`src/rtl/cpu_ctrl_seq.sv`:
```
// Multi-cycle control sequencer: fetch over a valid/ready port, then one-cycle
// decode/regread/execute/writeback enables, with PC, branch and retire count.
module cpu_ctrl_seq #(
  parameter logic [15:0] RESET_VECTOR  = 16'h0000,
  parameter logic [15:0] PC_INC        = 16'd2,
  parameter int unsigned FETCH_TIMEOUT = 16
) (
  input  logic        clk,
  input  logic        reset,
  input  logic        en,
  input  logic        halt_req,
  output logic        mem_req,
  output logic [15:0] mem_addr,
  input  logic        mem_ready,
  input  logic [15:0] inst_in,
  output logic [15:0] inst_out,
  output logic        en_decode,
  output logic        en_regread,
  output logic        en_alu,
  output logic        en_writeback,
  input  logic        should_branch,
  input  logic [15:0] branch_target,
  output logic [15:0] pc,
  output logic [15:0] retired,
  output logic [2:0]  state,
  output logic        halted,
  output logic        fault
);

  typedef enum logic [2:0] {
    S_IDLE      = 3'd0,
    S_FETCH     = 3'd1,
    S_DECODE    = 3'd2,
    S_REGREAD   = 3'd3,
    S_EXECUTE   = 3'd4,
    S_WRITEBACK = 3'd5,
    S_HALTED    = 3'd6,
    S_ILLEGAL   = 3'd7
  } state_e;

  // Last wait count at which a still-low ready trips the timeout.
  localparam logic [15:0] WAIT_LAST = 16'(FETCH_TIMEOUT - 1);

  state_e      state_q, state_d;
  logic [15:0] pc_q, pc_d;
  logic [15:0] inst_q, inst_d;
  logic [15:0] retired_q, retired_d;
  logic [15:0] wait_q, wait_d;
  logic        fault_q, fault_d;

  always_ff @(posedge clk) begin
    if (reset) begin
      state_q   <= S_IDLE;
      pc_q      <= RESET_VECTOR;
      inst_q    <= 16'h0000;
      retired_q <= 16'h0000;
      wait_q    <= 16'h0000;
      fault_q   <= 1'b0;
    end else begin
      state_q   <= state_d;
      pc_q      <= pc_d;
      inst_q    <= inst_d;
      retired_q <= retired_d;
      wait_q    <= wait_d;
      fault_q   <= fault_d;
    end
  end

  always_comb begin
    state_d      = state_q;
    pc_d         = pc_q;
    inst_d       = inst_q;
    retired_d    = retired_q;
    wait_d       = wait_q;
    fault_d      = fault_q;
    mem_req      = 1'b0;
    en_decode    = 1'b0;
    en_regread   = 1'b0;
    en_alu       = 1'b0;
    en_writeback = 1'b0;

    case (state_q)
      S_IDLE: begin
        if (halt_req)  state_d = S_HALTED;
        else if (en)   state_d = S_FETCH;
      end
      S_FETCH: begin
        mem_req = 1'b1;
        if (mem_ready) begin
          inst_d  = inst_in;
          wait_d  = 16'h0000;
          state_d = S_DECODE;
        end else if (FETCH_TIMEOUT != 0 && wait_q == WAIT_LAST) begin
          fault_d = 1'b1;
          state_d = S_HALTED;
        end else begin
          wait_d = wait_q + 16'd1;
        end
      end
      S_DECODE: begin
        en_decode = 1'b1;
        state_d   = S_REGREAD;
      end
      S_REGREAD: begin
        en_regread = 1'b1;
        state_d    = S_EXECUTE;
      end
      S_EXECUTE: begin
        en_alu  = 1'b1;
        state_d = S_WRITEBACK;
      end
      S_WRITEBACK: begin
        en_writeback = 1'b1;
        retired_d    = retired_q + 16'd1;
        pc_d         = should_branch ? branch_target : pc_q + PC_INC;
        if (halt_req)  state_d = S_HALTED;
        else if (!en)  state_d = S_IDLE;
        else           state_d = S_FETCH;
      end
      S_HALTED: state_d = S_HALTED;
      default:  state_d = S_IDLE;
    endcase
  end

  assign mem_addr = pc_q;
  assign inst_out = inst_q;
  assign pc       = pc_q;
  assign retired  = retired_q;
  assign state    = state_q;
  assign halted   = (state_q == S_HALTED);
  assign fault    = fault_q;

endmodule

```
`config.mk`:
```
export PLATFORM = sky130hd
export DESIGN_NAME = cpu_ctrl_seq
export DESIGN_NICKNAME = d
export VERILOG_FILES = /design/src/rtl/cpu_ctrl_seq.sv
export SDC_FILE = /design/constraint.sdc
export NUM_CORES = 1
export LEC_CHECK = 0
export CAP_MARGIN = 10
export CORE_UTILIZATION = 40
export CTS_BUF_LIST = sky130_fd_sc_hd__clkbuf_2
export DETAILED_ROUTE_END_ITERATION = 8
export PLACE_DENSITY = 0.7
export SYNTH_ARGS = -nofsm -noshare
export SYNTH_HDL_FRONTEND = slang
export SYNTH_SLANG_ARGS = --single-unit
```
`constraint.sdc`:
```
create_clock -name clk -period 5.25 [get_ports clk]
set_clock_uncertainty 0.15 [all_clocks]
set_input_delay 0.525 -clock clk [delete_from_list [all_inputs] [get_ports clk]]
set_output_delay 0.525 -clock clk [all_outputs]
set_load 0.03 [all_outputs]
```
Word level (Yosys, flattened, before mapping). Index checks and enable logic that the tools add are counted.

$add $sub $neg: 3. Eq/ne operators: 10. Mux-type cells: 15. Bitwise gates (word level): 1. Reduce and logical (&&, ||, !) cells: 5.

Operators by type and width (count): 16-bit 2-to-1 mux (3); 16-bit by 1-bit adder with 16-bit output, second input constant (2); 3-bit case mux with 7 select lines (1); 16-bit by 2-bit adder with 16-bit output, second input constant (1); 16-bit by 4-bit equality test with 1-bit output, second input constant (1); 3-bit 2-to-1 mux (5); 3-bit equality test, second input constant (3); 3-bit by 2-bit equality test with 1-bit output, second input constant (2); 1-bit 2-to-1 mux (6); 3-bit != test, second input constant (2); 2-bit AND reduction (3); 3-bit by 1-bit equality test with 1-bit output, second input constant (1); 3-bit zero test (1); 3-bit AND reduction (1); 2-bit != test, second input constant (1); 1-bit inverter (1).

Bits in registers: 68. Input bits: 38. Output and inout port bits: 74. Logic and storage cells: 40.

Depth between registers and ports, before layout. Gate-level depths: netlist of run 1.

Depth after elaboration: 4. Depth in mapped cells: 9.

Worst setup path after synthesis of run 1. OpenSTA, ideal clock, no wires.

Path kind: flip-flop to output port. Start point: register state_q[0], in the netlist state[0]. End point: output port en_writeback. Arrival: 1646 ps. Slack: 2929 ps. Cell stages (with the launch flop): 5. Buffers on the path: 2. Path through: dfxtp_1 > clkbuf_1 > nand3b_1 > inv_2 > clkbuf_1.

Longest elaborated chain between the ends: 2.

RTL lines: start, declared (line 44) `state_e state_q, state_d;`; start signal, assigned (line 60) `state_q <= state_d;`; 3-bit equality test (line 82) `case (state_q)`; 1-bit 2-to-1 mux (line 82); end, declared (line 20) `output logic en_writeback,`.

Every way passes these cells.

Final worst setup path of run 1. Ends and elaborated chain as after synthesis.

==> results of run 1 <==
==> worst max-delay path: stages, from the launching register on <==
cell and delay (ns):
dfxtp_1 0.71, nand3b_1 0.67, inv_2 0.57, clkdlybuf4s50_1 0.76
==> worst paths after layout <==
| kind | from | end | slack (ns) | cells past startpoint |
|---|---|---|---|---|
| setup reg to reg | state[0] | wait_q[5] | 2.38 | 4 |
| setup / recovery | state[0] | en_writeback | 1.38 | 3 |
| hold reg to reg | inst_out[10] | inst_out[10] | 0.32 | 2 |
| hold / removal | inst_out[10] | inst_out[10] | 0.32 | 2 |
==> logic make-up (layout without fill, tap and decap cells) <==
group / count (synthesis) / after routing / share of synthesized area (%)
and+or+nand+nor: 201 / 201 / 29.9
AOI/OAI and AO/OA: 114 / 114 / 20.3
DFF: 68 / 68 / 36.7
buffers and inverters: 64 / 145 / 8.97
xor gates and xnor gates: 9 / 9 / 2.12
muxes: 4 / 4 / 1.08
adders and majority gates: 3 / 3 / 1.01
==> report_power, final <==
part / internal [uW] / leakage [uW] / switching (uW)
Combinational: 195 / 0.000889 / 281
Clock: 103 / 0.0000627 / 176
Sequential: 554 / 0.000549 / 71.8
==> cells in the final DEF, fill, tap and decap left out, types with 10 or more instances in the layout <==
master and n:
a21oi_1 43, a31oi_1 10, clkbuf_2 10, clkdlybuf4s50_1 110
dfxtp_1 68, inv_1 15, nand2_1 65, nand3_1 19
nand4_1 18, nor2_1 21, nor3_1 11, o21ai_0 10
o21ai_1 10
==> flip-flops by register name (all words and copies together), names as in the netlist <==
name,count
retired,16
fault,1
state,3
mem_addr,16
inst_out,16
wait_q,16
==> metal layers <==
metal,GRT usage [%],wire length (um),vias up,share of wire (%)
li1,-,-,1823,-
met1,24.9,4330,1665,45
met2,33.0,4470,131,46
met3,4.87,751,13,7.8
met4,7.12,119,0,1.2
met5,0,0,-,0
==> metrics by stage <==
stage	power [uW]	instances	utilization (%)	setup WS, ns	hold WS, ns
finish	1380	652	54.2	1.38	0.318
global route	1460	652	54.2	1.19	0.342
CTS	1390	652	54.2	1.41	0.320
detailed placement	1110	638	53.2	1.97	0.300
global placement	1100	638	53.2	2.06	0.292
floorplan	941	463	-	2.93	0.323
==> layout make-up <==
class | count | area [um2]
repair buffers | 113 | 1120
clock buffers | 10 | 50.0
clock inverters | 4 | 42.5
fillers | 840 | 4050
inverters | 18 | 67.6
well taps | 108 | 135
flip-flops and latches | 68 | 1360
multi-input cells | 331 | 2020
==> key figures, run 1 <==
Run status
  – Status: finished with violations
  – Failing checks: design-rule violations

Global route
  – Vias in the first global route: 3341
  – Largest net degree at the start of global routing: 62
  – Total GRT Usage: 19.8%
  – Initial antenna violation count: 0
  – Total grt overflow: 0
  – First-pass GRT wire length: 15800 um

Synth
  – #FFs+latches synth: 68
  – Cells after Synth: 463
  – Syn. warnings: 0
  – Number of flops mapped to enable cells by yosys: 0
  – Count of different cell masters after synthesis: 68
  – Post-synth top cells: 68 x dfxtp_1, 65 x nand2_1, 43 x a21oi_1
  – Yosys top cell area share: 36.7%
  – Syn avg cell area: 8.02 um2
  – Synth async-reset ratio: 0%
  – Post-synth net total: 504
  – Synthesized area: 3710 um2
  – Top_reg_cell synth: dfxtp_1
  – Post-synthesis sequential area ratio: 36.7%
  – Cell taking the most area after synthesis: dfxtp_1
  – Largest cells by area after synthesis: dfxtp_1 37%, nand2_1 6.6%, a21oi_1 5.8%
  – Top-count cell post-synth: dfxtp_1

Clock network
  – Clock-pin slew on the worst setup and hold paths: 0.16 ns
  – Post-CTS Resized: 0
  – CTS root buf: clkbuf_2
  – Hold buffer count at cts: 0
  – CTS tree: yes
  – Clk Latency, worst-skew pair: 0.50 ns
  – H-tree Lvls: 3
  – Setup Fix Bufs, Post-CTS: 0
  – Maximum clock path buffer count: 2
  – CTS buffer count: 9
  – Clock sinks: 68

Layout
  – Fin area: 4800 um2
  – Area delta synth->final: 29.2%
  – Nets@finish: 582
  – Share of post-route cells with drive strength above 1: 7.54%
  – ANT cells: 0

STA
  – F_max: 259 MHz
  – Worst slew pin tran: 1.08 ns
  – Slew Viols, Final: 0
  – RSZ-0062 raised after global routing: no
  – Period utilization: 73.7%
  – Setup_tns: 0 ns
  – Tmin final: 3.87 ns
  – Final setup fails: 0
  – Slew HR: 27.6%
  – Final Hold Fails: 0

Placement
  – HPWL after detailed placement: 6530 um
  – IO Port Bufs: 111
  – RePlAce Congestion: 0.780
  – Placed cell area: 4700 um2

Power and ir drop
  – VDD IR max: 0.140 mV
  – Power per cell area: 288 nW/um2
  – Leak: 0.00150 uW

Die
  – Initial Util: 42.0%
  – Core area: 8850 um2
  – I/O Pins: 112
  – Die area: 9670 um2
  – Horiz. Die Dim: 98.3 um
  – Die height: 98.3 um
  – # rows: 34

Critical path
  – Worst-path maximum fanout: 25
  – CP Capture Type: output port
  – Arr. time, crit path: 3.19 ns
  – Critical Path Start Type: flop
  – WS Path Type: reg2out
  – CP required: 4.58 ns

Detailed routing
  – Post-route DRC violation count: 10
  – Per-cell routed wire length: 14.8 um
  – DR vias/cell: 5.57
  – Initial DRC count: 238
  – Detail Route Antenna Nets: 0
  – Vias: 3632
  – DRT Pass-1 Iters: 8
  – Routed WL: 9670 um

Worst hold path
  – Hold Crit Class: reg2reg

Run
  – Max cap viols: 0
No activity file was read; power rests on OpenSTA's default activity.
==> run 2, diff against run 1 <==
--- a/config.mk
+++ b/config.mk
@@ -9,7 +9,7 @@
 export CORE_UTILIZATION = 40
 export CTS_BUF_LIST = sky130_fd_sc_hd__clkbuf_2
 export DETAILED_ROUTE_END_ITERATION = 8
-export PLACE_DENSITY = 0.7
+export PLACE_DENSITY = 0.73
 export SYNTH_ARGS = -nofsm -noshare
 export SYNTH_HDL_FRONTEND = slang
 export SYNTH_SLANG_ARGS = --single-unit
==> constraint.sdc (replaced) <==
create_clock -name clk -period 3.2 [get_ports clk]
set_clock_uncertainty 0.15 [all_clocks]
set_input_delay 0.32 -clock clk [delete_from_list [all_inputs] [get_ports clk]]
set_output_delay 0.32 -clock clk [all_outputs]
set_load 0.03 [all_outputs]
==> run 2 against run 1 <==
The run still ends with design-rule violations left. Register-to-register slack lost 1.8 ns. Utilization increased by 0.72 points. First-iteration DRC count up 9.2%. Clock power rose by 96%. Non-clock buffer count up 4. Setup slack got worse by 1.2 ns. Critical path depth is the same. Global-route usage about the same. Sequential power grew 63%. Count of clock-buffer cells in the layout decreased by 1. Critical endpoint is now mem_req.
==> key figures, run 2 (synthesized netlist as in run 1, its figures left out) <==
Run status
  – Status: finished with violations
  – Failing checks: design-rule violations

Power and ir drop
  – Internal Power: 1490 uW (+74%)
  – Combinational fraction of design power: 33.4% (-1.1 points)
  – Pwr Total: 2360 uW (+71%)
  – Switch share: 37.1% (-1.2 points)
  – Power per cell area: 486 nW/um2 (+69%)
  – Leak: 0.00154 uW (+2.4%)
  – Sequential power share: 43.3% (-2.0 points)
  – Clock power share: 23.2% (+3.0 points)
  – VDD IR max: 0.201 mV (+44%)
  – Sw power: 877 uW (+66%)

Layout
  – ANT cells: 0 (unchanged)
  – Share of post-route cells with drive strength above 1: 8.36% (+0.83 points)
  – Fin area: 4860 um2 (+1.3%)
  – Area delta synth->final: 30.9%
  – Most common cell after layout, fill and taps aside: clkdlybuf4s50_1
  – Fillers: 833 (-0.83%)
  – Nets@finish: 586 (+0.69%)
  – Commonest non-fill, non-tap cells in the layout: 110 x clkdlybuf4s50_1, 68 x dfxtp_1, 65 x nand2_1, 43 x a21oi_1, 21 x nor2_1
  – Sequential Area: 1360 um2 (unchanged)
  – Area of the multi-input gates: 2020 um2 (unchanged)

Clock network
  – CTS buffer count: 9 (unchanged)
  – Maximum clock path buffer count: 2 (unchanged)
  – Post-CTS Resized: 0 (unchanged)
  – Setup Fix Bufs, Post-CTS: 0 (unchanged)
  – CTS root buf: clkbuf_2
  – Clock-pin slew on the worst setup and hold paths: 0.19 ns (+0.03 ns)
  – CTS tree: yes
  – Clock sinks: 68 (unchanged)
  – Hold buffer count at cts: 0 (unchanged)
  – H-tree Lvls: 3 (unchanged)
  – Clk Latency, worst-skew pair: 0.49 ns (about the same)

Die
  – Core area: 8850 um2 (unchanged)
  – I/O Pins: 112 (unchanged)
  – Die area: 9670 um2 (unchanged)
  – Initial Util: 42.0% (unchanged)
  – Horiz. Die Dim: 98.3 um (unchanged)
  – Die height: 98.3 um (unchanged)
  – # rows: 34 (unchanged)

STA
  – Period utilization: 93.5%
  – Setup_tns: 0 ns (unchanged)
  – Final Hold Fails: 0 (unchanged)
  – Hold slack: 0.139 ns (-0.178 ns)
  – Setup ws final: 0.208 ns (-1.17 ns)
  – RSZ-0062 raised after global routing: no
  – Final setup fails: 0 (unchanged)
  – F_max: 334 MHz
  – Slew Viols, Final: 0 (unchanged)
  – Worst slew pin tran: 1.16 ns (+0.0796 ns)
  – Tmin final: 2.99 ns
  – Slew HR: 22.3% (-5.3 points)

Placement
  – IO Port Bufs: 111 (unchanged)
  – Setup WS pre-CTS: 0.595 ns (-1.37 ns)
  – HPWL after detailed placement: 6690 um (+2.4%)
  – Placed cell area: 4730 um2 (+0.64%)
  – RePlAce Congestion: 0.827 (+6.1%)

Critical path
  – CP required: 2.73 ns (-1.85 ns)
  – CP top delay family: buffers and inverters
  – WS Path Type: reg2out
  – Critical path cell sequence: or3b_1 -> inv_2 -> clkdlybuf4s50_1
  – R2R setup slack: 0.54 ns (-1.84 ns)
  – Arr. time, crit path: 2.52 ns (-0.67 ns)
  – Critical Path Start Type: flop
  – Reg2reg end: wait_q[12]
  – Worst-path maximum fanout: 18 (-28%)
  – Buffers & Inverters on Critical Path: 2 (unchanged)
  – Reg-to-Reg Start: state[0]
  – Worst path slowest cell: dfxtp_1
  – CP Capture Type: output port
  – CP peak stage delay: 0.70 ns (-0.06 ns)
  – Worst r2r path cells: 3 (-1)

Global route
  – Largest net degree at the start of global routing: 41 (-34%)
  – First-pass GRT wire length: 15700 um (-0.27%)
  – Vias in the first global route: 3438 (+2.9%)
  – Initial antenna violation count: 0 (unchanged)
  – Total GRT Usage: 19.8% (-0.021 points)
  – Total grt overflow: 0 (unchanged)

Detailed routing
  – Detail Route Antenna Nets: 0 (unchanged)
  – Routed WL: 9530 um (-1.4%)
  – DRT Pass-1 Iters: 7 (-1)
  – Met3 wire length: 760 um (+1.2%)
  – Per-cell routed wire length: 14.5 um (-2.3%)
  – Metal-1 WL: 4200 um (-2.9%)
  – Vias: 3697 (+1.8%)
  – DR vias/cell: 5.62 (+0.86%)
  – Routed wl met2: 4510 um (+0.87%)
  – Initial DRC count: 260 (+9.2%)
  – Post-route DRC violation count: 10 (unchanged)
  – Top Layer Used: met4

Worst hold path
  – Hold Crit Start: reset
  – Hold Crit Class: in2reg
  – Hold path depth: 2 (unchanged)
  – Hold EP: mem_addr[3]

Run
  – Max cap viols: 0 (unchanged)
[run 2: cell count changes in the layout (fill, tap and decap cells not counted)]
cell | before | now
clkbuf_2 | 10 | 9
bufinv_16 | 1 | 2
clkinv_2 | 1 | 2
buf_4 | 2 | 6
clkinv_1 | 2 | 3
[run 2: layout make-up]
type,instances,share of cell area [%]
multi-input combinational,331,41.5
sequential,68,28.0
timing repair buffer,117,23.7
tap,108,2.78
clock inverter,7,1.67
inverter,18,1.39
clock buffer,9,0.927
[run 2: per-stage QoR]
stage / cells / utilization, %
2_1_floorplan: 463 / -
3_3_place_gp: 642 / 53.5
3_5_place_dp: 642 / 53.5
4_1_cts: 658 / 54.9
5_1_grt: 658 / 54.9
6_report: 658 / 54.9
[run 2: worst register-to-register path, delay by kind of cell (launching register included)]
kind            cells  cell delay [ns]
compound gates      2             1.14
flops               1             0.70
simple gates        1             0.54
[run 2: power by group through the flow]
stage          combinational (uW)  sequential (uW)  clock, uW
4_1_cts                       794             1020        565
5_1_grt                       846             1040        610
2_1_floorplan                 452             1090          0
3_5_place_dp                  790             1040          0
3_3_place_gp                  783             1030          0
6_report                      790             1020        549
[run 2: how the worst max path moves through the flow]
stage | start | to | cells past startpoint
2_1_floorplan | state[0] | inst_out[10] | 9
3_3_place_gp | state[0] | wait_q[10] | 3
3_5_place_dp | state[0] | wait_q[10] | 3
4_1_cts | state[0] | mem_req | 3
5_1_grt | state[0] | mem_req | 3
6_report | state[0] | mem_req | 3
[run 2: per-layer routing]
metal  up-vias  GRT usage (%)
li1       1836              -
met1      1732           24.2
met2       124           34.2
met3         5           4.65
met4         0           6.54
met5         -              0
